--- src/rtl/ram_lsu.sv ---
// ram_lsu: load/store initiator and sole master of the 256x16 data RAM port.
// Single-word stores and 1-16 word burst loads arrive on a valid/ready request
// channel; load words are returned one at a time on a valid/ready response
// channel. Each RAM access takes one cycle, so stores complete in 2 cycles and
// bursts deliver one word every 2 cycles when the consumer never stalls.
module ram_lsu #(
    parameter int ADDR_W = 8,
    parameter int DATA_W = 16,
    parameter int LEN_W  = 4
) (
    input  logic              clk,
    input  logic              reset,
    // request channel
    input  logic              req_valid,
    output logic              req_ready,
    input  logic              req_write,
    input  logic [ADDR_W-1:0] req_addr,
    input  logic [DATA_W-1:0] req_wdata,
    input  logic [LEN_W-1:0]  req_len,
    // response channel
    output logic              rsp_valid,
    input  logic              rsp_ready,
    output logic [DATA_W-1:0] rsp_data,
    output logic              rsp_last,
    output logic              busy,
    // RAM port
    output logic              write_enable,
    output logic              ram_read,
    output logic [ADDR_W-1:0] address,
    output logic [DATA_W-1:0] write_data,
    input  logic [DATA_W-1:0] data_out
);

    typedef enum logic [1:0] {
        ST_IDLE  = 2'd0,
        ST_WRITE = 2'd1,
        ST_READ  = 2'd2,
        ST_RESP  = 2'd3
    } state_t;

    localparam logic [ADDR_W-1:0] ADDR_ONE  = {{(ADDR_W-1){1'b0}}, 1'b1};
    localparam logic [LEN_W-1:0]  LEN_ONE   = {{(LEN_W-1){1'b0}}, 1'b1};
    localparam logic [LEN_W-1:0]  LEN_ZERO  = {LEN_W{1'b0}};
    localparam logic [ADDR_W-1:0] ADDR_ZERO = {ADDR_W{1'b0}};
    localparam logic [DATA_W-1:0] DATA_ZERO = {DATA_W{1'b0}};

    state_t            r_state;
    state_t            w_next_state;
    logic [ADDR_W-1:0] r_cur_addr;
    logic [DATA_W-1:0] r_cur_wdata;
    logic [LEN_W-1:0]  r_remaining;
    logic [DATA_W-1:0] r_rsp_data;
    logic              r_rsp_valid;

    logic              w_accept;
    logic              w_rsp_fire;
    logic              w_last_word;
    logic              w_write_enable;
    logic              w_ram_read;
    logic [DATA_W-1:0] w_write_data;

    // Handshake qualifiers shared by the FSM and the datapath.
    assign w_accept    = req_valid && (r_state == ST_IDLE);
    assign w_rsp_fire  = r_rsp_valid && rsp_ready;
    assign w_last_word = (r_remaining == LEN_ZERO);

    // State register; reset abandons any in-flight request.
    always_ff @(posedge clk) begin
        if (reset) begin
            r_state <= ST_IDLE;
        end else begin
            r_state <= w_next_state;
        end
    end

    // Next-state logic: one RAM cycle per WRITE/READ, RESP waits for the consumer.
    always_comb begin
        w_next_state = r_state;
        case (r_state)
            ST_IDLE: begin
                if (w_accept) begin
                    w_next_state = req_write ? ST_WRITE : ST_READ;
                end else begin
                    w_next_state = ST_IDLE;
                end
            end
            ST_WRITE: begin
                w_next_state = ST_IDLE;
            end
            ST_READ: begin
                w_next_state = ST_RESP;
            end
            ST_RESP: begin
                if (w_rsp_fire) begin
                    w_next_state = w_last_word ? ST_IDLE : ST_READ;
                end else begin
                    w_next_state = ST_RESP;
                end
            end
            default: begin
                w_next_state = ST_IDLE;
            end
        endcase
    end

    // Datapath registers: request latch, burst address/count, response holding register.
    always_ff @(posedge clk) begin
        if (reset) begin
            r_cur_addr  <= ADDR_ZERO;
            r_cur_wdata <= DATA_ZERO;
            r_remaining <= LEN_ZERO;
            r_rsp_data  <= DATA_ZERO;
            r_rsp_valid <= 1'b0;
        end else begin
            case (r_state)
                ST_IDLE: begin
                    if (w_accept) begin
                        r_cur_addr <= req_addr;
                        if (req_write) begin
                            r_cur_wdata <= req_wdata;
                        end else begin
                            r_remaining <= req_len;
                        end
                    end
                end
                ST_READ: begin
                    r_rsp_data  <= data_out;
                    r_rsp_valid <= 1'b1;
                end
                ST_RESP: begin
                    if (w_rsp_fire) begin
                        r_rsp_valid <= 1'b0;
                        if (!w_last_word) begin
                            // wraps modulo 2^ADDR_W by construction
                            r_cur_addr  <= r_cur_addr + ADDR_ONE;
                            r_remaining <= r_remaining - LEN_ONE;
                        end
                    end
                end
                default: begin
                    r_rsp_valid <= r_rsp_valid;
                end
            endcase
        end
    end

    // Moore output decode: strobes depend on state only, so write and read are exclusive.
    always_comb begin
        w_write_enable = 1'b0;
        w_ram_read     = 1'b0;
        w_write_data   = DATA_ZERO;
        case (r_state)
            ST_WRITE: begin
                w_write_enable = 1'b1;
                w_write_data   = r_cur_wdata;
            end
            ST_READ: begin
                w_ram_read = 1'b1;
            end
            default: begin
                w_write_enable = 1'b0;
                w_ram_read     = 1'b0;
                w_write_data   = DATA_ZERO;
            end
        endcase
    end

    assign req_ready    = (r_state == ST_IDLE);
    assign busy         = (r_state != ST_IDLE);
    assign rsp_valid    = r_rsp_valid;
    assign rsp_data     = r_rsp_data;
    assign rsp_last     = r_rsp_valid && (r_state == ST_RESP) && w_last_word;
    assign write_enable = w_write_enable;
    assign ram_read     = w_ram_read;
    assign address      = r_cur_addr;
    assign write_data   = w_write_data;

endmodule

--- config.mk ---
export PLATFORM = sky130hd
export DESIGN_NAME = ram_lsu
export DESIGN_NICKNAME = d
export VERILOG_FILES = /design/src/rtl/ram_lsu.sv
export SDC_FILE = /design/constraint.sdc
export NUM_CORES = 1
export LEC_CHECK = 0
export CORE_ASPECT_RATIO = 0.8
export CORE_MARGIN = 3
export CORE_UTILIZATION = 46
export DETAILED_ROUTE_END_ITERATION = 12
export GPL_ROUTABILITY_DRIVEN = 0
export PLACE_DENSITY_LB_ADDON = 0.15
export SYNTH_ARGS = -nofsm -noshare
export SYNTH_HDL_FRONTEND = slang
export SYNTH_SLANG_ARGS = --single-unit
--- constraint.sdc ---
create_clock -name clk -period 3.84 [get_ports clk]
set_input_delay 1.152 -clock clk [delete_from_list [all_inputs] [get_ports clk]]
set_output_delay 1.152 -clock clk [all_outputs]
set_load 0.01 [all_outputs]
==> flow_metrics.py <==
metrics = {
    "timing": {
        "hold-worst-slack_ns": 0.450,
        "fin_crit_ns": 3.13,
        "fin_setup_tns_ns": 0,
        "hold_viol": 0,
        "worst_slew_pin_slew_ns": 0.770,
        "fin_skew_ns": 0.00344,
        "setup_violations": 0,
        "fmax_mhz": 320,
        "rsz0062_at_grt": "false",
        "slew_viol_final": 0,
        "relSlewSlack": 0.486,
        "fin_crit_sh": 0.814,
    },
    "critical_path": {
        "startpoint_type": "register",
        "timing_worst_setup_path_type": "register to primary output",
        "cp-end-kind": "primary output",
        "arrival_ns": 1.97,
        "critPathMaxFanout": 17,
        "cp_top_family": "buffers and inverters",
        "worstPathRequired_ns": 2.69,
        "path_buf_inv": 2,
        "critical-path-slowest-cell": "clkdlybuf4s50_1",
        "r2r_setup_slack_ns": 1.64,
        "worst_path_largest_cell_delay_ns": 0.54,
        "cp_cell_sequence": "inv_1, ha_1, and2_1, clkdlybuf4s50_1",
    },
    "die": {
        "die_area_um2": 5760,
        "initial_utilization": 0.482,
        "coreArea_um2": 4650,
        "die_x_um": 84.1,
        "pin_count": 95,
        "die_h_um": 68.5,
        "placementRows": 22,
    },
    "logic_synthesis": {
        "yosys.area_share.simple": 0.229,
        "synth-edff-count": 0,
        "synth.mux.area_fraction": 0.0759,
        "yosysWarnings": 0,
        "yosys_register_bits": 47,
        "synth_seq_area_share": 0.419,
        "async_flop_share": 0,
        "synth_fa_ha_area_frac": 0.0446,
        "syn_area_um2": 2240,
        "syn_avg_cell_area_um2": 8.66,
        "syn_inst": 259,
        "postSynthNetCount": 316,
        "synth-xor-area-share": 0,
        "synth_compound_area_frac": 0.180,
        "synth_cell_types": 44,
        "synth_top_family_by_area": "simple AND/OR/NAND/NOR gates",
        "synth_ff_type": "dfxtp_1",
    },
    "power_and_ir_drop": {
        "p_leak_nw": 1.21,
        "peakVddDrop_uv": 299,
        "p_per_area_nw_per_um2": 519,
    },
    "cts": {
        "htreeDepth": 2,
        "numCtsBuffers": 5,
        "clock_sinks": 47,
        "postCtsSetupRepairBufs": 0,
        "cts_resized": 0,
        "cts_tree": "done",
        "clkTransAtPathRegs_ns": 0.08,
        "postCtsHoldBufs": 0,
        "clock-root-buffer": "clkbuf_8",
        "clk_latency_ns": 0.29,
        "clk_path_buf_depth": 2,
    },
    "cells_and_area": {
        "utilization": 0.707,
        "layout_commonest_cell": "clkdlybuf4s50_1",
        "nNetsFinal": 405,
        "antenna_cells": 0,
        "area_delta_synth_final_pct": 46.5,
        "drive_gt1_frac": 0.0544,
        "final_cell_mix": "94 x clkdlybuf4s50_1, 47 x dfxtp_1, 39 x nand2_1",
    },
    "global_route": {
        "grt_pass1_vias": 1940,
        "grt_pass1_wl_mm": 8.95,
        "antenna_found_initial": 0,
        "gr-total-overflow": 0,
        "grt_max_degree": 47,
        "grt_use_total": 0.194,
    },
    "drt": {
        "routedWlPerCell_um": 13.2,
        "drc": 0,
        "drt_iter0_drc": 45,
        "routed_wl_mm": 5.40,
        "vias": 2096,
        "dr.pass1.iters": 4,
        "final_antenna_net_count": 0,
        "avgViaCountPerCell": 5.12,
    },
    "run": {
        "maxCapViolations": 0,
    },
    "hold_path": {
        "hold_class": "register to register",
    },
    "placed_design": {
        "io_buffers": 94,
        "dpl.hpwl_mm": 3.91,
    },
    "status": {
        "outcome": "finished, final reports clean",
    },
}
[power by group]
part	switching, mW	internal, mW
registers	0.0799	0.585
clock network	0.160	0.127
logic	0.364	0.390
[worst register-to-register path, stage by stage, from the launching register on]
cell and delay [ns]:
dfxtp_1 0.39, inv_1 0.10, ha_1 0.31, nand2b_1 0.21, a211oi_2 0.69, a21oi_1 0.17
a311oi_2 0.26
[sequential cells by signal, indices dropped and copies added, names as in the netlist]
register and cells:
rsp_valid 1, r_remaining 4, r_cur_wdata 16, r_state 2
rsp_data 16, address 8
[logic make-up (layout without fill, tap and decap cells)]
family          count (synthesis)  in the layout
flops                          47             47
simple gates                  103            103
compound gates                 60             60
fa+ha+maj                       8              8
mux                            17             17
buf+inv                        24            114
[worst paths after layout]
| kind | start | to | cells after the start |
|---|---|---|---|
| setup reg to reg | r_state[0]$_SDFF_PP0_ | address[0]$_SDFFE_PP0P_ | 6 |
| hold reg to reg | r_cur_wdata[6]$_SDFFE_PP0P_ | r_cur_wdata[6]$_SDFFE_PP0P_ | 2 |
| setup / recovery | r_state[1]$_SDFF_PP0_ | write_data[1] | 4 |
| hold / removal | r_cur_wdata[6]$_SDFFE_PP0P_ | r_cur_wdata[6]$_SDFFE_PP0P_ | 2 |
[final cells by class]
class,instances,area (um^2)
Timing Repair Buffer,97,963
Clock inverter,2,12.5
Sequential cell,47,941
Tap cell,60,75.1
Clock buffer,6,72.6
Fill cell,376,1370
Multi-Input combinational cell,188,1190
Inverter,9,33.8
[synth_stat cells, drive strengths merged, types with 2 or more instances]
| cell type | number | share of area |
|---|---|---|
| dfxtp | 47 | 0.42 |
| nand2 | 39 | 0.065 |
| a21oi | 25 | 0.056 |
| nor2 | 20 | 0.033 |
| and2 | 18 | 0.050 |
| mux2i | 17 | 0.076 |
| o21ai | 12 | 0.027 |
| inv | 9 | 0.015 |
| buf | 8 | 0.024 |
| ha | 8 | 0.045 |
| clkbuf | 7 | 0.012 |
| a211oi | 6 | 0.022 |
| nand3 | 5 | 0.011 |
| nand2b | 4 | 0.015 |
| nor2b | 4 | 0.011 |
| nor3 | 4 | 0.0089 |
| and3 | 3 | 0.0084 |
| a31o | 2 | 0.0078 |
| o21a | 2 | 0.0067 |
| o32ai | 2 | 0.0078 |
[per-layer routing]
metal / track usage / share of wire / wire length [um]
met5: 0 / 0 / 0
met4: 0.0422 / 0.0022 / 12
met2: 0.298 / 0.45 / 2440
met3: 0.0842 / 0.091 / 494
met1: 0.253 / 0.45 / 2450
[per-stage QoR]
| step | total power, mW | area (um^2) | setup slack, ns | cells |
|---|---|---|---|---|
| after CTS | 1.73 | 3290 | 0.710 | 409 |
| after global placement | 1.41 | 3200 | 0.902 | 401 |
| after detailed placement | 1.43 | 3200 | 0.800 | 401 |
| after global routing | 1.83 | 3290 | 0.574 | 409 |
| after floorplan | 1.14 | 2240 | 1.47 | 259 |
| final | 1.71 | 3290 | 0.714 | 409 |
No activity file was read; power rests on OpenSTA's default activity.
